**src/rtl/frame_buf_pingpong_ctrl.sv**
```systemverilog
// frame_buf_pingpong_ctrl
//   Ping-pong controller for one single-port data memory that holds two frame banks.
//   A pixel writer fills one bank while a pixel reader drains the other. Both share
//   the one memory port, and at most one access is granted per cycle.
//   Bank 0 spans [0, BUF_SIZE-1] and bank 1 spans [BUF_SIZE, 2*BUF_SIZE-1].
//
//   Build option FB_PINGPONG_DROP_EN:
//     The writer never stalls. When a frame completes while the other bank is still
//     full, that frame is dropped: the same bank is rewritten from its base and
//     frame_drop_cnt increments, saturating at its maximum.
//     When the option is undefined, a writer that faces a full bank stalls, and
//     frame_drop_cnt is tied to 0.
//
// Ports
//   wr_clk, reset        sole clock; synchronous active-high reset
//   wr_req/wr_data       writer request and word, held until wr_ack (comb accept)
//   rd_req               reader request, held until rd_ack (comb issue)
//   rd_data/rd_valid     read word; valid 2 cycles after its rd_ack cycle
//   mem_*                registered strobes, address and write data; mem_rd_data has
//                        1-cycle latency
//   wr_bank/rd_bank      bank being filled / drained
//   frame_avail          the reader's bank holds a complete frame
//   wr/rd_frame_done     1-cycle pulse after the last word of a frame
//   frame_drop_cnt       saturating count of dropped frames
module frame_buf_pingpong_ctrl #(
  parameter int unsigned DATA_WIDTH = 32,
  parameter int unsigned ADDR_WIDTH = 10,
  parameter int unsigned BUF_SIZE   = 500
) (
  input  logic                  wr_clk,
  input  logic                  reset,
  input  logic                  wr_req,
  input  logic [DATA_WIDTH-1:0] wr_data,
  output logic                  wr_ack,
  input  logic                  rd_req,
  output logic                  rd_ack,
  output logic [DATA_WIDTH-1:0] rd_data,
  output logic                  rd_valid,
  output logic                  mem_wr_en,
  output logic                  mem_rd_en,
  output logic [ADDR_WIDTH-1:0] mem_addr,
  output logic [DATA_WIDTH-1:0] mem_wr_data,
  input  logic [DATA_WIDTH-1:0] mem_rd_data,
  output logic                  wr_bank,
  output logic                  rd_bank,
  output logic                  frame_avail,
  output logic                  wr_frame_done,
  output logic                  rd_frame_done,
  output logic [15:0]           frame_drop_cnt
);

  localparam int unsigned CntW = (BUF_SIZE > 1) ? $clog2(BUF_SIZE) : 1;
  localparam logic [CntW-1:0]       CntLast   = CntW'(BUF_SIZE - 1);
  localparam logic [ADDR_WIDTH-1:0] Bank1Base = ADDR_WIDTH'(BUF_SIZE);

  typedef enum logic {GrantRead = 1'b0, GrantWrite = 1'b1} grant_e;

  grant_e                  last_grant_q, last_grant_d;
  logic [CntW-1:0]         wr_cnt_q, wr_cnt_d, rd_cnt_q, rd_cnt_d;
  logic                    wr_bank_q, wr_bank_d, rd_bank_q, rd_bank_d;
  logic [1:0]              full_q, full_d;
  logic                    mem_wr_en_q, mem_wr_en_d, mem_rd_en_q, mem_rd_en_d;
  logic [ADDR_WIDTH-1:0]   mem_addr_q, mem_addr_d;
  logic [DATA_WIDTH-1:0]   mem_wr_data_q, mem_wr_data_d;
  logic                    rd_valid_q, rd_valid_d;
  logic                    wr_done_q, wr_done_d, rd_done_q, rd_done_d;
  logic [15:0]             drop_cnt_q, drop_cnt_d;

  logic wr_ok, rd_ok, wr_cand, rd_cand, grant_w, grant_r, wr_last, rd_last, drop;

`ifdef FB_PINGPONG_DROP_EN
  assign wr_ok = 1'b1;
  // Completing a frame while the other bank is still unread drops this frame.
  assign drop  = wr_last & full_q[~wr_bank_q];
`else
  assign wr_ok = ~full_q[wr_bank_q];
  assign drop  = 1'b0;
`endif
  assign rd_ok = full_q[rd_bank_q];

  assign wr_cand = wr_req & wr_ok & ~reset;
  assign rd_cand = rd_req & rd_ok & ~reset;
  // Under contention the side that did not win the last handshake gets the port.
  assign grant_w = wr_cand & (~rd_cand | (last_grant_q == GrantRead));
  assign grant_r = rd_cand & ~grant_w;
  assign wr_last = (wr_cnt_q == CntLast);
  assign rd_last = (rd_cnt_q == CntLast);

  always_comb begin
    last_grant_d  = last_grant_q;
    wr_cnt_d      = wr_cnt_q;
    rd_cnt_d      = rd_cnt_q;
    wr_bank_d     = wr_bank_q;
    rd_bank_d     = rd_bank_q;
    full_d        = full_q;
    mem_wr_en_d   = 1'b0;
    mem_rd_en_d   = 1'b0;
    mem_addr_d    = mem_addr_q;
    mem_wr_data_d = mem_wr_data_q;
    rd_valid_d    = mem_rd_en_q; // second stage covers the memory read latency
    wr_done_d     = 1'b0;
    rd_done_d     = 1'b0;
    drop_cnt_d    = drop_cnt_q;
    if (grant_w) begin
      last_grant_d  = GrantWrite;
      mem_wr_en_d   = 1'b1;
      mem_addr_d    = (wr_bank_q ? Bank1Base : '0) + ADDR_WIDTH'(wr_cnt_q);
      mem_wr_data_d = wr_data;
      if (wr_last) begin
        wr_cnt_d  = '0;
        wr_done_d = 1'b1;
        if (drop) begin
          if (drop_cnt_q != 16'hFFFF) drop_cnt_d = drop_cnt_q + 16'd1;
        end else begin
          full_d[wr_bank_q] = 1'b1;
          wr_bank_d         = ~wr_bank_q;
        end
      end else begin
        wr_cnt_d = wr_cnt_q + CntW'(1);
      end
    end else if (grant_r) begin
      last_grant_d = GrantRead;
      mem_rd_en_d  = 1'b1;
      mem_addr_d   = (rd_bank_q ? Bank1Base : '0) + ADDR_WIDTH'(rd_cnt_q);
      if (rd_last) begin
        rd_cnt_d          = '0;
        rd_done_d         = 1'b1;
        full_d[rd_bank_q] = 1'b0;
        rd_bank_d         = ~rd_bank_q;
      end else begin
        rd_cnt_d = rd_cnt_q + CntW'(1);
      end
    end
  end

  always_ff @(posedge wr_clk) begin
    if (reset) begin
      last_grant_q  <= GrantRead;
      wr_cnt_q      <= '0;
      rd_cnt_q      <= '0;
      wr_bank_q     <= 1'b0;
      rd_bank_q     <= 1'b0;
      full_q        <= '0;
      mem_wr_en_q   <= 1'b0;
      mem_rd_en_q   <= 1'b0;
      mem_addr_q    <= '0;
      mem_wr_data_q <= '0;
      rd_valid_q    <= 1'b0;
      wr_done_q     <= 1'b0;
      rd_done_q     <= 1'b0;
      drop_cnt_q    <= '0;
    end else begin
      last_grant_q  <= last_grant_d;
      wr_cnt_q      <= wr_cnt_d;
      rd_cnt_q      <= rd_cnt_d;
      wr_bank_q     <= wr_bank_d;
      rd_bank_q     <= rd_bank_d;
      full_q        <= full_d;
      mem_wr_en_q   <= mem_wr_en_d;
      mem_rd_en_q   <= mem_rd_en_d;
      mem_addr_q    <= mem_addr_d;
      mem_wr_data_q <= mem_wr_data_d;
      rd_valid_q    <= rd_valid_d;
      wr_done_q     <= wr_done_d;
      rd_done_q     <= rd_done_d;
      drop_cnt_q    <= drop_cnt_d;
    end
  end

  assign wr_ack        = grant_w;
  assign rd_ack        = grant_r;
  assign rd_data       = mem_rd_data;
  assign rd_valid      = rd_valid_q;
  assign mem_wr_en     = mem_wr_en_q;
  assign mem_rd_en     = mem_rd_en_q;
  assign mem_addr      = mem_addr_q;
  assign mem_wr_data   = mem_wr_data_q;
  assign wr_bank       = wr_bank_q;
  assign rd_bank       = rd_bank_q;
  assign frame_avail   = full_q[rd_bank_q];
  assign wr_frame_done = wr_done_q;
  assign rd_frame_done = rd_done_q;
`ifdef FB_PINGPONG_DROP_EN
  assign frame_drop_cnt = drop_cnt_q;
`else
  assign frame_drop_cnt = 16'd0;
`endif

endmodule

```
**config.mk**
```make
export PLATFORM = sky130hd
export DESIGN_NAME = frame_buf_pingpong_ctrl
export DESIGN_NICKNAME = d
export VERILOG_FILES = /design/src/rtl/frame_buf_pingpong_ctrl.sv
export SDC_FILE = /design/constraint.sdc
export NUM_CORES = 1
export LEC_CHECK = 0
export CAP_MARGIN = 20
export CORE_UTILIZATION = 37
export DETAILED_ROUTE_END_ITERATION = 16
export GPL_TIMING_DRIVEN = 0
export PLACE_DENSITY = 0.76
export SLEW_MARGIN = 20
export SYNTH_ARGS = -nofsm -noshare
export SYNTH_HDL_FRONTEND = slang
export SYNTH_SLANG_ARGS = --single-unit
```
**constraint.sdc**
```tcl
create_clock -name wr_clk -period 1.9 [get_ports wr_clk]
set_input_delay 0.19 -clock wr_clk [delete_from_list [all_inputs] [get_ports wr_clk]]
set_output_delay 0.19 -clock wr_clk [all_outputs]
set_load 0.05 [all_outputs]
```
==> results.toml <==
[outcome]
status = "complete, but fails checks"
violations = "setup timing"

[sta]
max_freq_ghz = 0.4998
slew_violations = 0
post-route-period-util = 1.053
setup_viol = 11
rsz0062_at_grt = "true"
timing.slew.headroom = 0.4314
hold_violations = 0
post-route-min-period_ns = 2.001
setup_ws_ns = -0.1010
tns_ns = -0.3816
worst-slew-pin-transition_ns = 0.8529
hold_slack_ns = 0.3729
fin_skew_ns = 0.006925

[critical_path]
r2r_start = "rd_bank"
rr_endpoint = "rd_cnt_q[5]"
cp_max_fo = 3
rr_worst_depth = 6
crit_path_end_kind = "primary output"
crit_end = "rd_ack"
required_ns = 1.71
crit_start = "rd_bank"
r2r_slack_ns = -0.06
critPathKind = "reg2out"
arrival_ns = 1.81
critPathLaunchType = "flop"

[routing]
wire_per_inst_um = 14.06
viasPerCell = 4.758
ant_nets = 0
dr_total_vias = 3445
firstDrtPassIters = 4
drc = 0
drt_wl_total_um = 10180
detail_route.iter0.violations = 128

[floorplan]
die_x_um = 99.91
core_sq_um = 9284
die_h_um = 99.91
initial_core_util = 0.3821
boundaryPins = 168
die-area_sq_um = 9982
rows = 35

[layout]
fin_util = 0.6177
final_nets = 674
num-fill-cells = 774
layout_common_cells = "114 x clkdlybuf4s50_1, 83 x nand2_1, 66 x buf_4"
final_common_cell = "clkdlybuf4s50_1"
drive_gt1_frac = 0.2403
area_delta_synth_final_pct = 61.66
layout.cells.non_filler = 724
n_antenna_cell = 0

[place]
gp_congestion = 0.8637
dpl.cell_count = 689
port_buffers = 119
place_ws_ns = -1.026
hpwl_um = 7194

[yosys]
yosysTopAreaCell = "dfxtp_1"
avgSynthCellArea_sq_um = 8.327
synth_top_area_frac = 0.3951
synth.cell_area_sq_um = 3547
ys_ff_latch = 70
yosysUniqueCellTypes = 43
synth_area_leaders = "dfxtp_1 40%, buf_4 10%, nand2_1 8.9%"
yosysSeqAreaShare = 0.3951
yosysWarningCount = 0
netlist_instances = 426

[global_routing]
grt_pass1_vias = 3258
grt_usage = 0.1910
grt_first_pass_wirelength_um = 15070
grt_overflow_total = 0
grt_max_degree = 13
grt_antenna_before_repair = 0

[clock_tree]
h-tree-depth = 3
cts_buffer_depth = 2
cts_buffers = 9
clk_latency_ns = 0.35
cts_tree = "done"
clock_sinks = 70
clk_pin_slew_ns = 0.07
cts-root-buf = "clkbuf_8"
cts_hold_buffers = 0

[worst_hold_path]
min_path_type = "in2reg"

[pwr]
p_leak_nw = 2.379
powerDensity_nw_per_um2 = 680.6
peakVddDrop_mv = 0.4899

[flow_run]
cap_violations = 0
-- state kept, by name, summed over array words and instances, names as in the netlist, 2 cells and up --
signal / flops
mem_addr: 10
full_q: 2
wr_cnt_q: 9
rd_cnt_q: 9
mem_wr_data: 32
-- cells in the mapped netlist --
cell type  number
nand4_1         6
o22ai_1         5
nand2_1        84
nor2_1         28
or4_1           1
inv_4           1
nor4_1          5
a311oi_1        4
inv_1           7
or3_1           2
a21o_1          4
o311a_1         1
xor2_1          9
or2_2           1
nand2b_1        4
o311ai_2        1
buf_1           2
clkbuf_1       15
buf_6           2
o21ai_0        11
and3_1          2
buf_2           2
conb_1          1
a2111o_1        1
mux2_2          1
nor2b_1         3
nand3_1         6
a21oi_1        23
o21bai_1        3
mux2i_1         2
nand3b_1       21
o211ai_1        1
nor4b_1         1
a31oi_1         3
a2111oi_0       2
nor3_1          7
a211oi_1        3
ha_1           16
xnor2_1        15
buf_4          48
nor3b_1         1
dfxtp_1        70
a22oi_1         1
-- critical path, stage by stage (launching register included) --
cell and delay [ns]:
dfxtp_4 0.37, mux2i_4 0.20, o311ai_4 0.31, buf_6 0.17, buf_6 0.11, nand2_8 0.05, clkinvlp_4 0.11, buf_8 0.15
-- kinds of logic after synthesis --
logic type	share of synthesized area
adder cells (fa/ha/maj)	0.05644
AND/OR/NAND/NOR	0.2286
AO/OA/AOI/OAI	0.1129
multiplexers	0.008818
other	0.001057
XOR/XNOR	0.05926
flip-flops	0.3951
buffers and inverters	0.1379
-- metrics by stage --
step	total power, mW	area, sq um
final	3.903	5734
after global routing	4.050	5734
after CTS	3.897	5456
after detailed placement	2.505	5001
after global placement	2.491	5001
after floorplan	2.205	3649
-- routing by layer --
metal	vias to the layer above	global-route usage	routed length (um)
met5	-	0	0
met4	0	0.07240	191
met3	24	0.06128	609
met2	129	0.3443	5411
met1	1585	0.2080	3967
li1	1707	-	-
-- how the worst min path moves through the flow --
| stage | slack (ns) | end | depth (start not counted) | startpoint |
|---|---|---|---|---|
| floorplan | 0.29 | mem_wr_data[12] | 2 | wr_data[12] |
| finish | 0.37 | mem_wr_data[24] | 3 | wr_data[24] |
| global route | 0.37 | mem_wr_data[24] | 3 | wr_data[24] |
| detailed placement | 0.45 | mem_wr_data[1] | 2 | mem_wr_data[1] |
| CTS | 0.36 | mem_wr_data[24] | 3 | wr_data[24] |
| global placement | 0.44 | mem_wr_data[0] | 2 | mem_wr_data[0] |
-- power breakdown --
| part | leakage, nW | switching (mW) | internal [mW] | total (mW) |
|---|---|---|---|---|
| clock | 0.113 | 0.551 | 0.819 | 1.37 |
| sequential | 0.576 | 0.0359 | 1.52 | 1.56 |
| combinational | 1.69 | 0.594 | 0.378 | 0.972 |
| total | 2.38 | 1.18 | 2.72 | 3.90 |
-- area by class of cell --
class | count | area [sq um] | area share
multi-input combinational | 294 | 2009 | 0.3504
sequential | 70 | 1415 | 0.2468
timing repair buffer | 141 | 1395 | 0.2433
buffer | 66 | 489.2 | 0.08532
tap | 129 | 161.4 | 0.02815
clock buffer | 13 | 160.2 | 0.02793
clock inverter | 3 | 65.06 | 0.01135
inverter | 8 | 38.79 | 0.006764
-- what timing repair did --
item / CTS / global route
pin swaps: 4 / 14
gates resized for setup: 52 / 46
setup buffers: 10 / 12
endpoints found under the setup margin: 65 / 52
Note: power is estimated with default switching activity, not from simulation.
